`config.mk`:
```
export PLATFORM = sky130hd
export DESIGN_NAME = gmii_tx_arbiter
export DESIGN_NICKNAME = d
export VERILOG_FILES = /design/src/rtl/gmii_tx_arbiter.sv
export SDC_FILE = /design/constraint.sdc
export NUM_CORES = 1
export LEC_CHECK = 0
export ABC_CLOCK_PERIOD_IN_PS = 6000
export BUFFER_PORTS_ARGS = -buffer_cell sky130_fd_sc_hd__buf_2
export CAP_MARGIN = 10
export CORE_MARGIN = 8
export CORE_UTILIZATION = 45
export DETAILED_ROUTE_END_ITERATION = 7
export PLACE_DENSITY_LB_ADDON = 0.25
export SETUP_SLACK_MARGIN = 0.3
export SKIP_LAST_GASP = 1
export SYNTH_ARGS = -nofsm -noshare
export SYNTH_HDL_FRONTEND = slang
export SYNTH_SLANG_ARGS = --single-unit
```
`constraint.sdc`:
```
create_clock -name gmii_tx_clk -period 6 [get_ports gmii_tx_clk]
set_input_delay 0.6 -clock gmii_tx_clk [delete_from_list [all_inputs] [get_ports gmii_tx_clk]]
set_output_delay 0.6 -clock gmii_tx_clk [all_outputs]
set_load 0.01 [all_outputs]
```
`src/rtl/gmii_tx_arbiter.sv`:
```
// Two-port GMII transmit arbiter: round-robin grant, registered byte mux,
// inter-frame gap enforcement, start-timeout and max-frame-length policing.
module gmii_tx_arbiter #(
    parameter int IFG_CYCLES    = 12,
    parameter int START_TIMEOUT = 16,
    parameter int MAX_FRAME     = 1530
) (
    input  logic       gmii_tx_clk,
    input  logic       rst_n,
    input  logic       req0,
    input  logic       req1,
    output logic       gnt0,
    output logic       gnt1,
    input  logic       tx_en0,
    input  logic       tx_en1,
    input  logic [7:0] txd0,
    input  logic [7:0] txd1,
    output logic       gmii_tx_en,
    output logic [7:0] gmii_txd,
    output logic       busy,
    output logic       err_timeout,
    output logic       err_oversize
);

    typedef enum logic [1:0] {
        IDLE,
        GRANT,
        XMIT,
        IFG
    } state_t;

    state_t      state;
    logic        sel;
    logic        last;
    logic [15:0] tcnt;
    logic [10:0] fcnt;

    logic        sel_en;
    logic        sel_req;
    logic [7:0]  sel_txd;
    logic        pick;

    // Mux of the granted source and the round-robin choice for the next grant.
    always_comb begin
        sel_en  = sel ? tx_en1 : tx_en0;
        sel_req = sel ? req1 : req0;
        sel_txd = sel ? txd1 : txd0;
        pick    = (req0 && req1) ? ~last : req1;
    end

    // Arbitration FSM; every output is registered here.
    // fcnt holds the number of bytes already forwarded in the current frame,
    // so it starts at 1 when the first byte is accepted in GRANT.
    always_ff @(posedge gmii_tx_clk or negedge rst_n) begin
        if (!rst_n) begin
            state        <= IDLE;
            sel          <= 1'b0;
            last         <= 1'b1;
            tcnt         <= '0;
            fcnt         <= '0;
            gnt0         <= 1'b0;
            gnt1         <= 1'b0;
            gmii_tx_en   <= 1'b0;
            gmii_txd     <= 8'h00;
            busy         <= 1'b0;
            err_timeout  <= 1'b0;
            err_oversize <= 1'b0;
        end else begin
            err_timeout  <= 1'b0;
            err_oversize <= 1'b0;
            unique case (state)
                IDLE: begin
                    gmii_tx_en <= 1'b0;
                    gmii_txd   <= 8'h00;
                    tcnt       <= '0;
                    if (req0 || req1) begin
                        sel   <= pick;
                        gnt0  <= ~pick;
                        gnt1  <= pick;
                        busy  <= 1'b1;
                        state <= GRANT;
                    end
                end
                GRANT: begin
                    if (sel_en) begin
                        gmii_tx_en <= 1'b1;
                        gmii_txd   <= sel_txd;
                        fcnt       <= 11'd1;
                        state      <= XMIT;
                    end else if (!sel_req) begin
                        gmii_tx_en <= 1'b0;
                        gmii_txd   <= 8'h00;
                        gnt0       <= 1'b0;
                        gnt1       <= 1'b0;
                        busy       <= 1'b0;
                        state      <= IDLE;
                    end else if (tcnt == 16'(START_TIMEOUT - 1)) begin
                        gmii_tx_en  <= 1'b0;
                        gmii_txd    <= 8'h00;
                        gnt0        <= 1'b0;
                        gnt1        <= 1'b0;
                        busy        <= 1'b0;
                        err_timeout <= 1'b1;
                        last        <= sel;
                        state       <= IDLE;
                    end else begin
                        gmii_tx_en <= 1'b0;
                        gmii_txd   <= sel_txd;
                        tcnt       <= tcnt + 16'd1;
                    end
                end
                XMIT: begin
                    if (!sel_en || fcnt == 11'(MAX_FRAME)) begin
                        gmii_tx_en   <= 1'b0;
                        gmii_txd     <= 8'h00;
                        gnt0         <= 1'b0;
                        gnt1         <= 1'b0;
                        err_oversize <= sel_en;
                        last         <= sel;
                        tcnt         <= '0;
                        state        <= IFG;
                    end else begin
                        gmii_tx_en <= 1'b1;
                        gmii_txd   <= sel_txd;
                        fcnt       <= fcnt + 11'd1;
                    end
                end
                IFG: begin
                    gmii_tx_en <= 1'b0;
                    gmii_txd   <= 8'h00;
                    if (tcnt == 16'(IFG_CYCLES - 1)) begin
                        busy  <= 1'b0;
                        state <= IDLE;
                    end else begin
                        tcnt <= tcnt + 16'd1;
                    end
                end
            endcase
        end
    end

endmodule

```
== Word level (Yosys, flattened, before mapping) ==
Cells that the tools add are included.

* Bits in read-only memories: 0
* Memory bits (writable): 0
* Memories: 0
* Word-level logic and storage cells: 100
* Register bits after elaboration: 45
* Output and inout bits: 14
* Bits in latches: 0
* Input port bits: 22

* Reductions and logical operators: 16
* Bitwise operators: 2
* Divide/modulo/power cells: 0
* Add/subtract/negate cells: 2
* Multiply operators: 0
* Equal/unequal tests: 18
* Shift-type cells: 0
* $lt $le $gt $ge: 0
* Mux-type cells: 50

{| class="wikitable"
|+ Operator list
! cell !! count
|-
| $mux W16 || 5
|-
| $pmux W16 S4 || 1
|-
| $mux W8 || 5
|-
| $eq A16 B4 Y1 const B || 2
|-
| $pmux W8 S3 || 1
|-
| $mux W1 || 23
|-
| $mux W11 || 2
|-
| $pmux W11 S2 || 1
|-
| $ne A2 B2 Y1 const B || 10
|-
| $reduce_and A5 Y1 || 4
|-
| $add A16 B1 Y16 const B || 1
|-
| $mux W2 || 6
|-
| $pmux W1 S3 || 4
|-
| $add A11 B1 Y11 const B || 1
|-
| $eq A11 B11 Y1 const B || 1
|-
| $pmux W2 S4 || 1
|-
| $reduce_bool A3 Y1 || 2
|-
| $eq A2 B2 Y1 const B || 2
|-
| $ne A4 B4 Y1 const B || 1
|-
| $reduce_and A4 Y1 || 1
|-
| $ne A3 B3 Y1 const B || 1
|-
| $reduce_and A3 Y1 || 1
|-
| $eq A2 B1 Y1 const B || 1
|-
| $logic_not A2 Y1 || 1
|-
| 8 further kinds || 10
|}

== Logic depth before layout (Yosys ltp) ==
* Depth after elaboration: 5
* Mapped depth: 9
* Gate-level depth less buffers: 7

== Worst setup path before layout ==
Ideal clock, no wire load.

* Path kind: register to register
* From: register tcnt[0]
* To: register tcnt[12]
* Arrival: 2.143 ns
* Path slack: 3.765 ns
* Library setup time: 0.092 ns
* Stages on the path, launching flop included: 9
* Clock period less this slack: 2.235 ns
* Buffers on the path: 2
* Cells stage by stage: dfrtp_1 > ha_1 > clkbuf_1 > and3_1 > nand4_1 > a21oi_2 > or4_4 > buf_6 > o31ai_2

* Longest elaborated chain between the ends: 5
* Elaborated cells on any way between the ends: 11

{| class="wikitable"
|+ RTL lines
! what !! RTL line !! source
|-
| start: declaration || 35 || <nowiki>logic [15:0] tcnt;</nowiki>
|-
| start signal: assignment || 109 || <nowiki>tcnt <= tcnt + 16'd1;</nowiki>
|-
| start signal: assignment || 135 || <nowiki>tcnt <= tcnt + 16'd1;</nowiki>
|-
| $add A16 B1 Y16 || 109, 135 ||
|-
| $mux W16 || 97 || <nowiki>end else if (tcnt == 16'(START_TIMEOUT - 1)) begin</nowiki>
|-
| $mux W16 || 90 || <nowiki>end else if (!sel_req) begin</nowiki>
|-
| $mux W16 || 85 || <nowiki>if (sel_en) begin</nowiki>
|-
| $pmux W16 S4 || 71 || <nowiki>unique case (state)</nowiki>
|}

Parallel ways exist; a longest one is shown, timed or not. The select of a mux whose other input is x is not followed.
A chain may end at the register's enable or synchronous reset.

== Final worst setup path ==
* From: register sel
* To: register tcnt[7]

* Longest elaborated chain between the ends: 5
* Elaborated cells on any way between the ends: 8

{| class="wikitable"
|+ RTL lines
! what !! RTL line !! source
|-
| start: declaration || 33 || <nowiki>logic sel;</nowiki>
|-
| start signal: assignment || 77 || <nowiki>sel <= pick;</nowiki>
|-
| $mux W1 || 45 || <nowiki>sel_en = sel ? tx_en1 : tx_en0;</nowiki>
|-
| $logic_not A1 Y1 || 113 || <nowiki>if (!sel_en || fcnt == 11'(MAX_FRAME)) begin</nowiki>
|-
| $logic_or A1 B1 Y1 || 113 ||
|-
| $ne A2 B2 Y1 (no line) || -- ||
|-
| $reduce_and A5 Y1 (no line) (*) || -- ||
|}

Mark *: on every way between the ends. The rest lies on a longest branch, timed or not.

==> impl_metrics.tcl <==
set metrics [dict create \
    hold_viol_final 0 \
    ys_ff_latch 45 \
    dpl_cell_area_um2 2849 \
    cp_slowest_stage_delay_ns 0.78 \
    clk_pin_slew_ns 0.09 \
    setup_viol 0 \
    dp.cells 362 \
    seq_area_frac_synth_pct 42.74 \
    synth_common_cells "dfrtp_1 (44), nor2_1 (33), nand2_1 (17), nand3_1 (17), o31ai_1 (16)" \
    post_cts_resized 0 \
    hold_class "in -> async" \
    rsz0062_at_grt "false" \
    tns_ns 0 \
    gp_congestion 0.7497 \
    start_util_pct 45.63 \
    nNetsFinal 324 \
    drt-initial-drc-count 131 \
    worstSetupStartpoint "sel" \
    grt_overflow 0 \
    wl_um 5623 \
    crit_buf_inv 1 \
    cts-root-buf "clkbuf_8" \
    yosysTopAreaCell "dfrtp_1" \
    fin_area_um2 2930 \
    clkSinkCount 45 \
    cts_max_path_buffers 2 \
    seq_area_um2 1127 \
    status "finished clean" \
    coreArea_um2 5781 \
    fin_crit_sh_pct 45.00 \
    critPathKind "reg -> reg" \
    postCtsHoldBufs 0 \
    crit_path_top_delay_cell "dfrtp_1" \
    power_density_nw_per_um2 388.5 \
    grt_pass1_wl_um 9321 \
    synth_top_area_share_pct 41.75 \
    p_leak_uw 0.001361 \
    antenna_found_initial 0 \
    htreeDepth 2 \
    slew_headroom_pct 21.68 \
    ys_types 51 \
    clkLatencyLatePin_ns 0.30 \
    endpoint_kind "flop" \
    synth_edf_count 0 \
    syn_area_um2 2638 \
    synth-async-reset-ratio_pct 100.0 \
    grt_pass1_vias 2006 \
    grt_max_degree 46 \
    io_pins 36 \
    synth-main-ff-cell "dfrtp_1" \
    synth.net_count 295 \
    n_fill_cell 555 \
    maxCapViolations 0 \
    ant_nets 0 \
    multi_input_area_um2 1423 \
    r2r_cells 5 \
    die_w_um 92.56 \
    startpoint_type "flop" \
    path_delay_family "flip-flops" \
    max-vdd-ir-drop_mv 0.1723 \
    post_drt_wl_per_cell_um 15.20 \
    crit_fanout 22 \
    dpl.hpwl_um 3902 \
    r2r_start "sel" \
    area_delta_synth_final_pct 11.10 \
    fmax_mhz 370.4 \
    worstPathRequired_ns 6.20 \
    vias 2142 \
    final_layout_size_suffix_gt1_share_pct 22.37 \
    die_area_um2 8567 \
    post_cts_buffers 0 \
    cts_tree "done" \
    dieHeight_um 92.56 \
    critical_path_cell_count 5 \
    synth.avg_cell_area_um2 9.953 \
    rows 28 \
    grt.total_usage_pct 13.16 \
    cp_cell_sequence "mux2i_4, a311oi_2, buf_4, or4_4, o41ai_2" \
    first_pass_iters 4 \
    period_minus_slack_ns 2.700 \
    tightest_slew_ns 1.170 \
    synth_area_leaders "dfrtp_1 (42%), mux2i_1 (5.7%), nor2_1 (4.7%)" \
    cp_data_arrival_time_ns 2.90 \
    slew_viol_final 0 \
    yosys_warnings 0 \
    stdcell_count 370 \
    synth.most_common_cell "dfrtp_1" \
    synth_cells 265 \
    skew_ns 0.01181 \
    port_buffers 35 \
    via_per_inst 5.789 \
    antenna_cells 0 \
    drc_errors 0 \
    cts_buffers 5 \
]
-- metrics by stage --
| step | total power [uW] | setup slack (ns) | util (%) | hold WS (ns) |
|---|---|---|---|---|
| after CTS | 1150 | 3.308 | 50.69 | 0.4945 |
| after detailed placement | 962.5 | 3.331 | 49.29 | 0.4742 |
| final | 1138 | 3.300 | 50.69 | 0.4628 |
| after global routing | 1222 | 3.130 | 50.69 | 0.5211 |
| after floorplan | 833.9 | 3.765 | - | 0.3044 |
| after global placement | 955.4 | 3.370 | 49.29 | 0.4681 |
-- cell usage in the layout, fill, tap and decap left out, types with 7 or more instances in the layout --
cell type	Yosys	final
nor2_1	33	33
buf_2	4	35
a21oi_1	8	8
dfrtp_1	44	44
mux2i_1	15	15
nand2_1	17	17
nand3_1	17	17
o21ai_0	9	9
ha_1	8	8
o31ai_2	7	7
o31ai_1	16	16
-- final timing paths --
check	end	slack, ns
setup reg to reg	tcnt[7]	3.30
hold reg to reg	gnt0	0.49
setup / recovery	tcnt[7]	3.30
max in group asynchronous	tcnt[4]	4.92
hold / removal	fcnt[4]	0.46
min in group gmii_tx_clk	gnt0	0.49
-- logic make-up (layout without fill, tap and decap cells) --
group                      count (synthesis)  after routing  share of synthesized area (%)
and+or+nand+nor                          108            108                          21.58
AOI/OAI and AO/OA                         59             59                          18.55
DFF                                       45             45                          42.74
muxes                                     21             21                          8.681
buffers and inverters                     20             50                          3.321
adders and majority gates                  8              8                          3.795
xor gates and xnor gates                   4              4                          1.329
-- where the power goes --
part           internal [uW]  switching, uW  leakage (uW)  total [uW]
clock network           81.9            103     0.0000422         185
registers                370           61.1      0.000600         431
logic                    209            314      0.000719         523
-- area by class of cell --
cell class | count | share of cell area, %
Inverter | 6 | 0.7686
Clock inverter | 1 | 0.1708
Multi-Input combinational cell | 200 | 48.55
Clock buffer | 7 | 2.605
Timing Repair Buffer | 36 | 6.234
Tap cell | 75 | 3.202
Sequential cell | 45 | 38.47
-- flip-flops by register name, summed over array words and instances, names as in the netlist, named ones only --
signal        cells
busy              1
err_oversize      1
err_timeout       1
fcnt             11
gmii_tx_en        1
gmii_txd          8
gnt0              1
gnt1              1
last              1
sel               1
state             1
tcnt             16
-- routing by layer --
metal	GRT usage, %	wire, um
met3	3.317	315
met1	16.60	2603
met4	4.832	72
met5	0	0
met2	21.28	2632
Power figures use the tool's default switching activity.
